**src/rtl/pipe_pkg.sv**
```systemverilog
`default_nettype none
// +----------------------------------------------------------------------+
// | pipe_pkg : shared types and constants for pipeline stage buffers     |
// | Rev 1.0                                                              |
// +----------------------------------------------------------------------+
package pipe_pkg;

  typedef struct packed {
    logic [1:0] result_src;
    logic       mem_write;
    logic       alu_src;
    logic       reg_write;
    logic       jump;
    logic       branch;
    logic [3:0] alu_control;
    logic       mem_read;
    logic [2:0] funct3;
  } decode_ctrl_t;

  localparam int CTRL_W      = $bits(decode_ctrl_t);
  localparam int DEPTH_PLAIN = 1;
  localparam int DEPTH_SKID  = 2;

endpackage
`default_nettype wire

```
**src/rtl/pipe_slot.sv**
```systemverilog
`default_nettype none
// +----------------------------------------------------------------------+
// | pipe_slot : one valid+ctrl+data register, ctrl zeroed when invalid   |
// | Rev 1.0                                                              |
// +----------------------------------------------------------------------+
module pipe_slot
  import pipe_pkg::*;
#(
  parameter int CTRL_W = pipe_pkg::CTRL_W,
  parameter int DATA_W = 128
) (
  input  logic              clk,
  input  logic              reset,
  input  logic              clear_i,
  input  logic              load_i,
  input  logic [CTRL_W-1:0] ctrl_i,
  input  logic [DATA_W-1:0] data_i,
  output logic              valid_o,
  output logic [CTRL_W-1:0] ctrl_o,
  output logic [DATA_W-1:0] data_o
);

  logic              valid_q, valid_d;
  logic [CTRL_W-1:0] ctrl_q,  ctrl_d;
  logic [DATA_W-1:0] data_q,  data_d;

  // Clearing only drops valid and ctrl; the payload is left in place.
  always_comb begin
    valid_d = valid_q;
    ctrl_d  = ctrl_q;
    data_d  = data_q;
    if (clear_i) begin
      valid_d = 1'b0;
      ctrl_d  = '0;
    end else if (load_i) begin
      valid_d = 1'b1;
      ctrl_d  = ctrl_i;
      data_d  = data_i;
    end
  end

  always_ff @(posedge clk) begin
    if (!reset) begin
      valid_q <= 1'b0;
      ctrl_q  <= '0;
      data_q  <= '0;
    end else begin
      valid_q <= valid_d;
      ctrl_q  <= ctrl_d;
      data_q  <= data_d;
    end
  end

  assign valid_o = valid_q;
  assign ctrl_o  = ctrl_q;
  assign data_o  = data_q;

endmodule
`default_nettype wire

```
**src/rtl/pipe_stage_buf.sv**
```systemverilog
`default_nettype none
// +----------------------------------------------------------------------+
// | pipe_stage_buf : valid/ready pipeline stage register, optional skid  |
// | Rev 1.0                                                              |
// +----------------------------------------------------------------------+
module pipe_stage_buf
  import pipe_pkg::*;
#(
  parameter int  DATA_W  = 128,
  parameter int  CTRL_W  = pipe_pkg::CTRL_W,
  parameter int  DEPTH   = pipe_pkg::DEPTH_PLAIN,
  localparam int COUNT_W = $clog2(DEPTH + 1)
) (
  input  logic               clk,
  input  logic               reset,
  input  logic               in_valid,
  output logic               in_ready,
  input  logic [CTRL_W-1:0]  in_ctrl,
  input  logic [DATA_W-1:0]  in_data,
  input  logic               flush,
  output logic               out_valid,
  input  logic               out_ready,
  output logic [CTRL_W-1:0]  out_ctrl,
  output logic [DATA_W-1:0]  out_data,
  output logic [COUNT_W-1:0] count
);

  logic               accept;
  logic               emit;
  logic               main_load;
  logic               main_clear;
  logic [CTRL_W-1:0]  main_ctrl_d;
  logic [DATA_W-1:0]  main_data_d;
  logic [COUNT_W-1:0] count_q, count_d;

  assign accept = in_valid & in_ready;
  assign emit   = out_valid & out_ready;

  pipe_slot #(
    .CTRL_W (CTRL_W),
    .DATA_W (DATA_W)
  ) u_main (
    .clk     (clk),
    .reset   (reset),
    .clear_i (main_clear),
    .load_i  (main_load),
    .ctrl_i  (main_ctrl_d),
    .data_i  (main_data_d),
    .valid_o (out_valid),
    .ctrl_o  (out_ctrl),
    .data_o  (out_data)
  );

  generate
    if (DEPTH == DEPTH_PLAIN) begin : g_plain
      assign in_ready    = reset & (~out_valid | out_ready);
      assign main_load   = accept & ~flush;
      assign main_clear  = flush | (emit & ~accept);
      assign main_ctrl_d = in_ctrl;
      assign main_data_d = in_data;
    end else if (DEPTH == DEPTH_SKID) begin : g_skid
      logic              skid_valid;
      logic              skid_load;
      logic              skid_clear;
      logic              to_main;
      logic [CTRL_W-1:0] skid_ctrl;
      logic [DATA_W-1:0] skid_data;

      // Ready depends only on registered skid state, never on out_ready.
      assign in_ready    = reset & ~skid_valid;
      assign to_main     = accept & (~out_valid | out_ready);
      assign skid_load   = accept & ~to_main & ~flush;
      assign skid_clear  = flush | (emit & skid_valid);
      assign main_load   = ~flush & (to_main | (emit & skid_valid));
      assign main_clear  = flush | (emit & ~main_load);
      assign main_ctrl_d = skid_valid ? skid_ctrl : in_ctrl;
      assign main_data_d = skid_valid ? skid_data : in_data;

      pipe_slot #(
        .CTRL_W (CTRL_W),
        .DATA_W (DATA_W)
      ) u_skid (
        .clk     (clk),
        .reset   (reset),
        .clear_i (skid_clear),
        .load_i  (skid_load),
        .ctrl_i  (in_ctrl),
        .data_i  (in_data),
        .valid_o (skid_valid),
        .ctrl_o  (skid_ctrl),
        .data_o  (skid_data)
      );
    end else begin : g_bad_depth
      $error("pipe_stage_buf: DEPTH must be 1 or 2");
    end
  endgenerate

  always_comb begin
    count_d = count_q;
    if (flush) begin
      count_d = '0;
    end else begin
      count_d = count_q + COUNT_W'(accept) - COUNT_W'(emit);
    end
  end

  always_ff @(posedge clk) begin
    if (!reset) begin
      count_q <= '0;
    end else begin
      count_q <= count_d;
    end
  end

  assign count = count_q;

endmodule
`default_nettype wire

```
**config.mk**
```make
export PLATFORM = sky130hd
export DESIGN_NAME = pipe_stage_buf
export DESIGN_NICKNAME = d
export VERILOG_FILES = /design/src/rtl/pipe_pkg.sv /design/src/rtl/pipe_slot.sv /design/src/rtl/pipe_stage_buf.sv
export SDC_FILE = /design/constraint.sdc
export NUM_CORES = 1
export LEC_CHECK = 0
export ABC_AREA = 1
export BUFFER_PORTS_ARGS = -buffer_cell sky130_fd_sc_hd__buf_2
export CAP_MARGIN = 10
export CORE_AREA = 2 2 113 115
export DETAILED_ROUTE_END_ITERATION = 8
export DIE_AREA = 0 0 115 117
export HOLD_SLACK_MARGIN = 0.05
export PLACE_DENSITY = 0.87
export SLEW_MARGIN = 40
export SYNTH_ARGS = -nofsm -noshare
export SYNTH_HDL_FRONTEND = slang
export SYNTH_SLANG_ARGS = --single-unit
```
**constraint.sdc**
```tcl
create_clock -name clk -period 3.3 [get_ports clk]
set_clock_uncertainty 0.1 [all_clocks]
set_input_delay 0.165 -clock clk [delete_from_list [all_inputs] [get_ports clk]]
set_output_delay 0.165 -clock clk [all_outputs]
set_load 0.01 [all_outputs]
```
# After elaboration in Yosys (flattened, before gate mapping)
# Index checks and enable logic that the tools add are counted.
totals:
  word_cells: 21
  input_bits: 148
  register_bits: 145
op_classes:
  reduce_logical: 3
  addsub: 2
  bitwise: 12
ops:
  columns: ["operator", "n"]
  rows:
  - ["1-bit bitwise AND", 5]
  - ["1-bit inverter", 5]
  - ["2-bit OR reduction", 2]
  - ["1-bit bitwise OR", 2]
  - ["2-bit AND reduction", 1]
  - ["1-bit adder", 1]
  - ["1-bit subtractor", 1]

# Longest topological paths before layout
# Gate-level depths: netlist (run 1).
logic_depth:
  depth_word: 9
  depth_mapped: 12

# Hierarchy
# Synthesis (run 1) repeated with hierarchy kept, for this count alone.
hier_totals:
  cells_unflattened: 911
  hier_area_um2: 6120.9
by_module_without_submodules:
  columns: ["mod", "n_inst", "area_per_inst_um2", "cells_each"]
  rows:
  - ["pipe_slot", 1, 6017.0, 895]
  - ["pipe_stage_buf", 1, 103.8, 16]

# Least setup slack after synthesis (run 1)
# OpenSTA, ideal clock, no wires.
synth_path:
  path_kind: "input to register"
  startpoint: "input reset"
  endpoint: "register u_main.data_q[10] (netlist: u_main.data_o[10])"
  slack_ns: 1.224
  path_stages: 11
  arrival_ns: 1.863
  t_required_ns: 3.087
  path_cell_list: "buf_2 > buf_2 > a21boi_0 > nand2_1 > ha_1 > nor2_2 > nand4_2 > buf_4 > buf_2 > nor2_1 > nor2_1"
synth_between:
  elab_chain_len: 7
synth_lines:
  columns: ["item", "line_no", "text"]
  rows:
  - ["from (decl)", "pipe_stage_buf.sv:15", "input logic reset,"]
  - ["1-bit bitwise AND (*)", "pipe_stage_buf.sv:56", "assign in_ready = reset & (~out_valid | out_ready);"]
  - ["named net in_ready", "pipe_stage_buf.sv:17", "output logic in_ready,"]
  - ["1-bit bitwise AND (*)", "pipe_stage_buf.sv:36", "assign accept = in_valid & in_ready;"]
  - ["1-bit inverter", "pipe_stage_buf.sv:58", "assign main_clear = flush | (emit & ~accept);"]
  - ["1-bit bitwise AND", "pipe_stage_buf.sv:58", null]
  - ["1-bit bitwise OR", "pipe_stage_buf.sv:58", null]
  - ["1-bit inverter (no source line)", null, null]
  - ["2-bit AND reduction (no source line) (*)", null, null]
  - ["to (signal assigned)", "pipe_slot.sv:50", "data_q <= data_d;"]
  - ["to (decl)", "pipe_slot.sv:25", "logic [DATA_W-1:0] data_q, data_d;"]
# The timed path passes the listed nets; every way through them passes the cells marked *.
# A chain may end at the register's enable or synchronous reset.

# Final worst setup path (run 1)
layout_path:
  startpoint: "register u_main.valid_q (netlist: u_main.valid_o)"
  endpoint: "register u_main.data_q[14] (netlist: u_main.data_o[14])"
layout_between:
  elab_chain_len: 9
layout_lines:
  columns: ["item", "line_no", "text"]
  rows:
  - ["from (decl)", "pipe_slot.sv:23", "logic valid_q, valid_d;"]
  - ["from (signal assigned)", "pipe_slot.sv:48", "valid_q <= valid_d;"]
  - ["1-bit inverter", "pipe_stage_buf.sv:56", null]
  - ["1-bit bitwise OR", "pipe_stage_buf.sv:56", null]
  - ["1-bit bitwise AND", "pipe_stage_buf.sv:56", null]
  - ["1-bit bitwise AND", "pipe_stage_buf.sv:36", null]
  - ["1-bit inverter", "pipe_stage_buf.sv:58", null]
  - ["1-bit bitwise AND", "pipe_stage_buf.sv:58", null]
  - ["1-bit bitwise OR", "pipe_stage_buf.sv:58", null]
  - ["1-bit inverter (no source line)", null, null]
  - ["2-bit AND reduction (no source line) (*)", null, null]
# Mark *: on every way between the ends. The rest lies on a longest branch, timed or not.

==> results of run 1 <==
-- synthesized netlist by cell type --
master,count,area [sq um]
nand2_1,291,1092
nor2_1,287,1077
inv_1,148,555.5
dfxtp_1,145,2903
buf_2,19,95.09
buf_6,13,146.4
clkbuf_1,10,37.54
buf_1,3,11.26
buf_4,2,15.01
a21boi_0,1,7.510
a21oi_1,1,5.000
ha_1,1,12.51
nand4_1,1,6.260
nand4_2,1,12.51
nor2_2,1,6.260
xor2_1,1,8.760
-- area by class of cell --
class | count | area (sq um)
clock buffer | 20 | 466.7
clock inverter | 12 | 203.9
fill | 663 | 2794
inverter | 148 | 555.5
multi-input combinational | 585 | 2237
sequential | 145 | 2903
tap | 150 | 187.7
timing repair buffer | 442 | 2964
-- metrics by stage --
stage,std cells,hold WS (ps),power (uW)
final,1502,203.8,4713
after global placement,1326,284.5,2391
after CTS,1502,151.5,4677
after global routing,1502,216.0,4860
after detailed placement,1326,291.2,2404
after floorplan,925,199.9,2198
-- flip-flops by register name, summed over array words and instances (netlist names) --
register,flops
count,1
u_main.ctrl_o,15
u_main.data_o,128
u_main.valid_o,1
-- cells by family after synthesis --
family | synth area share [%]
simple gates | 36.63
buf+inv | 14.37
flops | 48.44
compound gates | 0.2088
xor+xnor | 0.1462
fa+ha+maj | 0.2088
-- where the power goes --
group,switching [uW],total (uW),internal [uW]
registers,49.1,1890,1840
clock network,753,2160,1400
logic,350,666,315
-- path summary, 6_finish.rpt --
check                           end  slack [ps]  cells past startpoint
setup / recovery  u_main.data_o[14]        1110                      9
hold / removal       u_main.valid_o         200                      7
setup reg to reg  u_main.data_o[14]        1110                      9
hold reg to reg      u_main.valid_o         410                      2
-- critical path, delay by kind of cell (launching register included) --
kind / cells / cell delay (ps)
and+or+nand+nor: 6 / 800
DFF: 1 / 350
buffers and inverters: 1 / 320
AOI/OAI and AO/OA: 1 / 270
adders and majority gates: 1 / 200
-- per-layer routing --
metal  routed length, microns  up-vias  GRT usage, %  share of wire, %
li1                         -     3439             -                 -
met1                     7616     3143         30.56                36
met2                    10770      410         53.92                50
met3                     1813      114         10.40               8.5
met4                     1211        0         21.53               5.7
met5                        0        -             0                 0
==> results.py, run 1 <==
metrics = {
    "run_status": {
        "status": "finished clean",
    },
    "worst_setup_path": {
        "start_kind": "flop",
        "cp_cell_sequence": "a21boi_0 > nand2_1 > ha_1 > nor2_2 > nand4_4 > buf_6 > nand2_1 > nand2_1 > nor2_1",
        "crit_top_cell": "nand2_1",
        "required_ps": 3550,
        "path_class": "flop to flop",
        "endpoint_kind": "flop",
        "max_stage_delay_ps": 350,
        "startpoint": "u_main.valid_o",
        "arrival_ps": 2430,
        "slowest_stage": "dfxtp_1",
        "worstPathMaxFanout": 110,
        "reg2reg_from": "u_main.valid_o",
    },
    "sta": {
        "post-route-period-util_pct": 66.22,
        "slew-limit-headroom_pct": 50.41,
        "final.min_clock_period_ps": 2185,
        "setup_ws_ps": 1115,
        "setup_viol": 0,
        "hold_viol_final": 0,
        "drv_slew": 0,
        "tns_ps": 0,
        "worstMarginPinSlew_ps": 743.8,
        "grt_setup_unrepaired": "false",
        "timing.fmax_ghz": 0.4576,
    },
    "clocking": {
        "clockBufferDepth": 2,
        "cts_tree": "built",
        "clock_latency_ps": 420,
        "numClockSinks": 145,
        "h-tree-depth": 4,
        "root_buffer": "clkbuf_16",
        "cts_inserted_buffers": 17,
        "clkTransAtPathRegs_ps": 60,
        "post_cts_buffers": 0,
        "ctsHoldBuffers": 144,
        "cts_resized": 0,
    },
    "finish": {
        "final_nets": 1488,
        "drive_gt1_share_pct": 24.56,
        "area.growth.synth_to_final_pct": 58.84,
        "layout_common_cells": "292 x buf_2, 291 x nand2_1, 287 x nor2_1",
        "finish.utilization_pct": 77.31,
        "antenna-diode-count": 0,
        "final_common_cell": "buf_2",
        "final_area_sq_um": 9518,
    },
    "global_route": {
        "grt_overflow_total": 0,
        "grt_pass1_wl_microns": 32260,
        "grtUsageTotal_pct": 30.66,
        "grt_max_degree": 147,
        "grt_pass1_vias": 7017,
        "grt_antenna_before_repair": 0,
    },
    "yosys": {
        "ys_types": 16,
        "yosysWarnings": 0,
        "syn_area_per_cell_sq_um": 6.478,
        "yosysSeqAreaShare_pct": 48.44,
        "synth_nets": 1074,
        "synth.ff_latch_count": 145,
        "syn_area_sq_um": 5992,
        "synthCells": 925,
    },
    "drt": {
        "via_per_inst": 4.731,
        "drc": 0,
        "dr.pass1.iters": 6,
        "vias": 7106,
        "drt-total-wl_microns": 21410,
        "drt_iter0_drc": 695,
        "routedWlPerCell_microns": 14.25,
        "antenna_left": 0,
    },
    "placed_design": {
        "place_congestion": 0.7738,
        "placedInstanceArea_sq_um": 7406,
        "io_buffers": 293,
        "hpwl_microns": 10060,
        "dp_worst_setup_slack_ps": 1303,
    },
    "min_path": {
        "min-delay-start": "out_ready",
        "min_path_type": "primary input to flop",
    },
    "floorplan": {
        "core_area_sq_um": 12310,
        "rows": 41,
        "die_y_microns": 117,
        "die_area_sq_um": 13460,
        "initial_core_util_pct": 48.67,
        "die_w_microns": 115,
        "io_pins": 294,
    },
    "power_and_ir_drop": {
        "peakVddDrop_mv": 0.3691,
        "p_leak_uw": 0.005597,
        "p_per_area_nw_per_um2": 495.2,
    },
    "flow_run": {
        "drv_cap": 0,
    },
}
(Power assumes the default switching activity.)
==> inputs of run 2 (changes only) <==
ABC_AREA = 0   (was 1)
CORE_AREA = default   (was 2 2 113 115)
CORE_MARGIN = 1.5   (was default)
CORE_UTILIZATION = 40   (was default)
DIE_AREA = default   (was 0 0 115 117)
PLACE_DENSITY = 0.77   (was 0.87)
clock period = 1.9 ns   (was 3.3 ns; I/O delays follow)
==> results.py, run 2 <==
metrics = {
    "yosys": {
        "async_flop_share_pct": 0,
        "synth_top_area_share_pct": 52.63,
        "yosysSeqAreaShare_pct": 52.63,
        "yosys.area.top_type": "dfxtp_1",
        "synth_enable_flop_cells": 0,
        "ys_types": 19,
        "syn_area_per_cell_sq_um": 8.306,
        "syn_area_sq_um": 5515,
        "synthCells": 664,
        "synth.ff_latch_count": 145,
        "synthFlopType": "dfxtp_1",
        "synth_area_leaders": "dfxtp_1 53%, nand4_1 14%, nand2_1 11%",
        "yosysMostFrequentCell": "nand2_1",
        "synth_nets": 813,
        "synth_common_cells": "159 x nand2_1, 145 x dfxtp_1, 127 x nand4_1",
        "yosysWarnings": 0,
    },
    "global_route": {
        "grt_pass1_wl_microns": 32010,
        "grt_antenna_before_repair": 0,
        "grtUsageTotal_pct": 27.42,
        "grt_pass1_vias": 6562,
        "grt_max_degree": 78,
        "grt_overflow_total": 0,
    },
    "worst_setup_path": {
        "max_stage_delay_ps": 340,
        "worstPathMaxFanout": 14,
        "startpoint": "u_main.valid_o",
        "arrival_ps": 2000,
        "path_class": "flop to flop",
        "required_ps": 2090,
        "path_buf_inv": 2,
        "slowest_stage": "dfxtp_2",
        "start_kind": "flop",
        "cp_cell_sequence": "nand2b_4 > nand3_2 > ha_2 > nor3b_4 > and3_4 > buf_4 > buf_16 > o21ai_1",
        "endpoint_kind": "flop",
        "path_delay_family": "simple AND/OR/NAND/NOR gates",
        "reg2reg_from": "u_main.valid_o",
    },
    "run_status": {
        "status": "finished clean",
    },
    "sta": {
        "timing.fmax_ghz": 0.5508,
        "slew-limit-headroom_pct": 45.11,
        "post-route-period-util_pct": 95.55,
        "worstMarginPinSlew_ps": 823.3,
        "final.min_clock_period_ps": 1816,
        "hold_viol_final": 0,
        "grt_setup_unrepaired": "true",
        "tns_ps": 0,
        "drv_slew": 0,
        "setup_viol": 0,
    },
    "finish": {
        "n_fill_cell": 942,
        "final_nets": 1222,
        "area.growth.synth_to_final_pct": 70.37,
        "largest_register_ffs": 128,
        "final_common_cell": "buf_2",
        "final_area_sq_um": 9397,
        "drive_gt1_share_pct": 33.15,
        "seq_area_sq_um": 2904,
        "multi_input_area_sq_um": 2306,
        "layout_common_cells": "291 x buf_2, 159 x nand2_1, 145 x dlygate4sd3_1",
        "antenna-diode-count": 0,
        "fin_cells": 1262,
    },
    "power_and_ir_drop": {
        "peakVddDrop_mv": 0.7105,
        "swShare_pct": 23.18,
        "p_per_area_nw_per_um2": 866.9,
        "power_frac_clock_pct": 46.1,
        "combPwrFrac_pct": 13.6,
        "p_leak_uw": 0.004319,
        "p_sw_uw": 1888,
        "p_seq_share_pct": 40.2,
        "intPower_uw": 6257,
    },
    "floorplan": {
        "io_pins": 294,
        "rows": 42,
        "die_y_microns": 120.4,
        "core_area_sq_um": 13350,
        "die_w_microns": 120.4,
        "die_area_sq_um": 14500,
        "initial_core_util_pct": 41.32,
    },
    "clocking": {
        "root_buffer": "clkbuf_16",
        "clkTransAtPathRegs_ps": 60,
        "clockBufferDepth": 2,
        "numClockSinks": 145,
        "h-tree-depth": 4,
        "cts_inserted_buffers": 17,
        "cts_tree": "built",
        "clock_latency_ps": 420,
    },
    "flow_run": {
        "drv_cap": 0,
    },
    "drt": {
        "vias": 6788,
        "drt-total-wl_microns": 21140,
        "routedWlPerCell_microns": 16.75,
        "antenna_left": 0,
        "drc": 0,
        "drt_iter0_drc": 548,
        "dr.pass1.iters": 5,
        "via_per_inst": 5.379,
    },
    "min_path": {
        "min-delay-start": "reset",
        "min_path_type": "primary input to flop",
    },
    "placed_design": {
        "hpwl_microns": 10920,
        "dp_cells": 1078,
        "place_congestion": 0.8097,
        "placedInstanceArea_sq_um": 7142,
        "io_buffers": 293,
    },
}
[run 2: timing repair]
item                                    in CTS  in global routing
setup buffers                                0                  4
endpoints found under the setup margin       0                 79
endpoints found under the hold margin      145                  0
gates resized for setup                      0                  5
hold buffers                               145                  0
[run 2: logic make-up (layout without fill, tap and decap cells)]
kind of cell,count (synthesis),count (layout),share of synthesized area (%)
AND/OR/NAND/NOR,296,296,26.43
adder cells (fa/ha/maj),1,1,0.2268
AO/OA/AOI/OAI,128,128,11.61
buffers and inverters,77,499,6.034
XOR/XNOR,1,1,0.1588
flip-flops,145,145,52.63
multiplexers,16,16,2.904
[run 2: final timing paths]
| kind | endpoint | slack [ps] | cells after the start |
|---|---|---|---|
| max reg2reg | u_main.data_o[70] | 80 | 8 |
| max | u_main.data_o[70] | 80 | 8 |
| min reg2reg | u_main.data_o[56] | 340 | 2 |
| min | u_main.valid_o | 90 | 4 |
[run 2: power groups by stage]
stage | clock network [uW] | logic, uW | registers [uW]
final | 3760 | 1110 | 3280
after global routing | 3950 | 1180 | 3290
after CTS | 3800 | 1040 | 3270
after detailed placement | 0 | 805 | 3330
after global placement | 0 | 798 | 3330
after floorplan | 0 | 340 | 3410
[run 2: metrics by stage]
| step | hold slack (ps) | total power, uW | util [%] | setup WS, ps |
|---|---|---|---|---|
| 2_1_floorplan | 133.8 | 3750 | - | -164.0 |
| 4_1_cts | 74.43 | 8112 | 69.41 | 10.98 |
| 3_5_place_dp | 237.2 | 4138 | 53.51 | 78.82 |
| 5_1_grt | 107.8 | 8420 | 70.40 | -3.176 |
| 6_report | 92.10 | 8146 | 70.40 | 84.48 |
| 3_3_place_gp | 231.0 | 4128 | 53.51 | 161.7 |
[run 2: routing by layer]
layer	vias up	GRT usage, %	part of all wire [%]	routed length, microns
met4	0	16.03	5.4	1131
met1	3097	30.43	38	8063
li1	3170	-	-	-
met2	418	46.48	48	10220
met3	103	8.160	8.2	1727
met5	-	0	0	0
[run 2: worst min-delay path, delay by kind of cell]
| family | cells | cell delay, ps |
|---|---|---|
| simple gates | 2 | 200 |
| compound gates | 1 | 140 |
| buf+inv | 1 | 130 |
[run 2: cell type report]
cell class / instances / share of cell area, %
Clock buffer: 22 / 5.260
Sequential cell: 145 / 30.91
Multi-Input combinational cell: 442 / 24.54
Clock inverter: 10 / 1.891
Tap cell: 176 / 2.344
Timing Repair Buffer: 467 / 35.06
==> inputs of run 3 (changes only) <==
clock period = 1.6 ns   (was 1.9 ns; I/O delays follow)
==> results.py, run 3 (synthesized netlist as in run 2, its figures left out) <==
metrics = {
    "min_path": {
        "min_path_type": "primary input to flop",
        "hold_depth": 4,
    },
    "drt": {
        "drc": 0,
        "routedWlPerCell_microns": 17.37,
        "vias": 6852,
        "antenna_left": 0,
        "dr.pass1.iters": 5,
        "drt_iter0_drc": 663,
        "via_per_inst": 5.391,
        "drt-total-wl_microns": 22080,
    },
    "worst_setup_path": {
        "reg2reg_from": "u_main.valid_o",
        "startpoint": "u_main.valid_o",
        "arrival_ps": 2000,
        "worstPathMaxFanout": 12,
        "endpoint_kind": "flop",
        "required_ps": 1800,
        "reg2reg_to": "u_main.data_o[85]",
        "slowest_stage": "dfxtp_2",
        "endpoint": "u_main.data_o[85]",
        "start_kind": "flop",
        "crit_top_cell": "buf_12",
        "max_stage_delay_ps": 340,
        "path_class": "flop to flop",
        "cp_cell_sequence": "nand2b_4 > nand3_4 > ha_4 > nor3b_4 > and3_4 > buf_12 > buf_12 > o21ai_1",
        "ff2ff_setup_slack_ps": -200,
        "worstRegToRegCells": 8,
    },
    "clocking": {
        "h-tree-depth": 4,
        "root_buffer": "clkbuf_16",
        "cts_tree": "built",
        "clockBufferDepth": 2,
        "clock_latency_ps": 420,
        "cts_inserted_buffers": 17,
        "numClockSinks": 145,
        "clkTransAtPathRegs_ps": 60,
    },
    "power_and_ir_drop": {
        "swShare_pct": 25.25,
        "p_leak_uw": 0.004355,
        "intPower_uw": 6628,
        "p_sw_uw": 2239,
        "combPwrFrac_pct": 15.4,
        "power_frac_clock_pct": 40.7,
        "peakVddDrop_mv": 0.6525,
        "p_per_area_nw_per_um2": 935.9,
        "p_seq_share_pct": 43.9,
    },
    "finish": {
        "fin_cells": 1271,
        "layout_common_cells": "291 x buf_2, 159 x nand2_1, 145 x dlygate4sd3_1",
        "area.growth.synth_to_final_pct": 71.78,
        "final_nets": 1230,
        "final_common_cell": "buf_2",
        "largest_register_ffs": 128,
        "finish.utilization_pct": 70.98,
        "drive_gt1_share_pct": 33.09,
        "final_area_sq_um": 9474,
    },
    "global_route": {
        "grt_overflow_total": 0,
        "grt_antenna_before_repair": 1,
        "grt_pass1_vias": 6891,
        "grt_max_degree": 104,
        "grt_pass1_wl_microns": 33330,
        "grtUsageTotal_pct": 28.73,
    },
    "floorplan": {
        "die_area_sq_um": 14500,
        "core_area_sq_um": 13350,
        "rows": 42,
        "initial_core_util_pct": 41.32,
        "die_y_microns": 120.4,
        "io_pins": 294,
        "die_w_microns": 120.4,
    },
    "sta": {
        "hold_viol_final": 0,
        "post-route-period-util_pct": 112.7,
        "setup_viol": 144,
        "timing.fmax_ghz": 0.5548,
        "drv_slew": 0,
        "grt_setup_unrepaired": "true",
        "worstMarginPinSlew_ps": 746.6,
        "slew-limit-headroom_pct": 50.23,
        "tns_ps": -19480,
        "setup_ws_ps": -202.6,
        "final.min_clock_period_ps": 1803,
    },
    "run_status": {
        "violations": "setup timing",
        "status": "complete, but fails checks",
    },
    "placed_design": {
        "io_buffers": 293,
        "place_congestion": 0.8179,
        "placedInstanceArea_sq_um": 7257,
        "hpwl_microns": 11070,
        "dp_cells": 1085,
    },
    "flow_run": {
        "drv_cap": 0,
    },
}
[run 3: how the worst min path moves through the flow]
stage                      startpoint                 to
after global placement    in_data[24]  u_main.data_o[24]
after detailed placement  in_data[44]  u_main.data_o[44]
after CTS                       reset     u_main.valid_o
after floorplan            in_ctrl[0]   u_main.ctrl_o[0]
after global routing            reset     u_main.valid_o
final                           reset     u_main.valid_o
[run 3: through the flow]
stage          setup WS [ps]  power, uW  hold slack [ps]
2_1_floorplan         -464.0       4453            118.8
3_3_place_gp          -112.4       4924            215.5
3_5_place_dp          -154.3       4940            221.0
4_1_cts               -170.8       8793            57.32
5_1_grt               -266.6       9171            111.5
6_report              -202.6       8867            79.46
[run 3: critical path: cells and delay by family, from the launching register on]
family          cells  cell delay [ps]
simple gates        4              680
flops               1              340
buf+inv             2              310
fa+ha+maj           1              170
compound gates      1               90
[run 3: repair_timing]
item	4_1_cts	5_1_grt
endpoints found under the hold margin	145	0
pin swaps	6	0
resized for setup	9	3
hold buffers	145	0
cloned	2	5
setup endpoints to repair	144	145
buffers inserted	0	1
[run 3: area by class of cell]
type	count	area [sq um]
diodes	1	2.502
clock buffers	26	459.2
clock inverters	6	58.81
fillers	911	3874
multi-input cells	442	2333
flip-flops and latches	145	2904
well taps	176	220.2
repair buffers	475	3496
[run 3: layer usage]
metal	global-route usage, %	vias up	share of wire [%]
met5	0	-	0
met4	15.44	0	4.5
met3	8.066	85	7.6
met2	50.57	407	50
met1	31.16	3170	38
li1	-	3190	-
[run 3: power by group through the flow]
stage | Clock [uW] | Sequential (uW) | Combinational [uW]
after CTS | 3630 | 3890 | 1280
final | 3610 | 3900 | 1360
after floorplan | 0 | 4050 | 404
after global routing | 3810 | 3910 | 1450
after detailed placement | 0 | 3960 | 981
after global placement | 0 | 3960 | 968
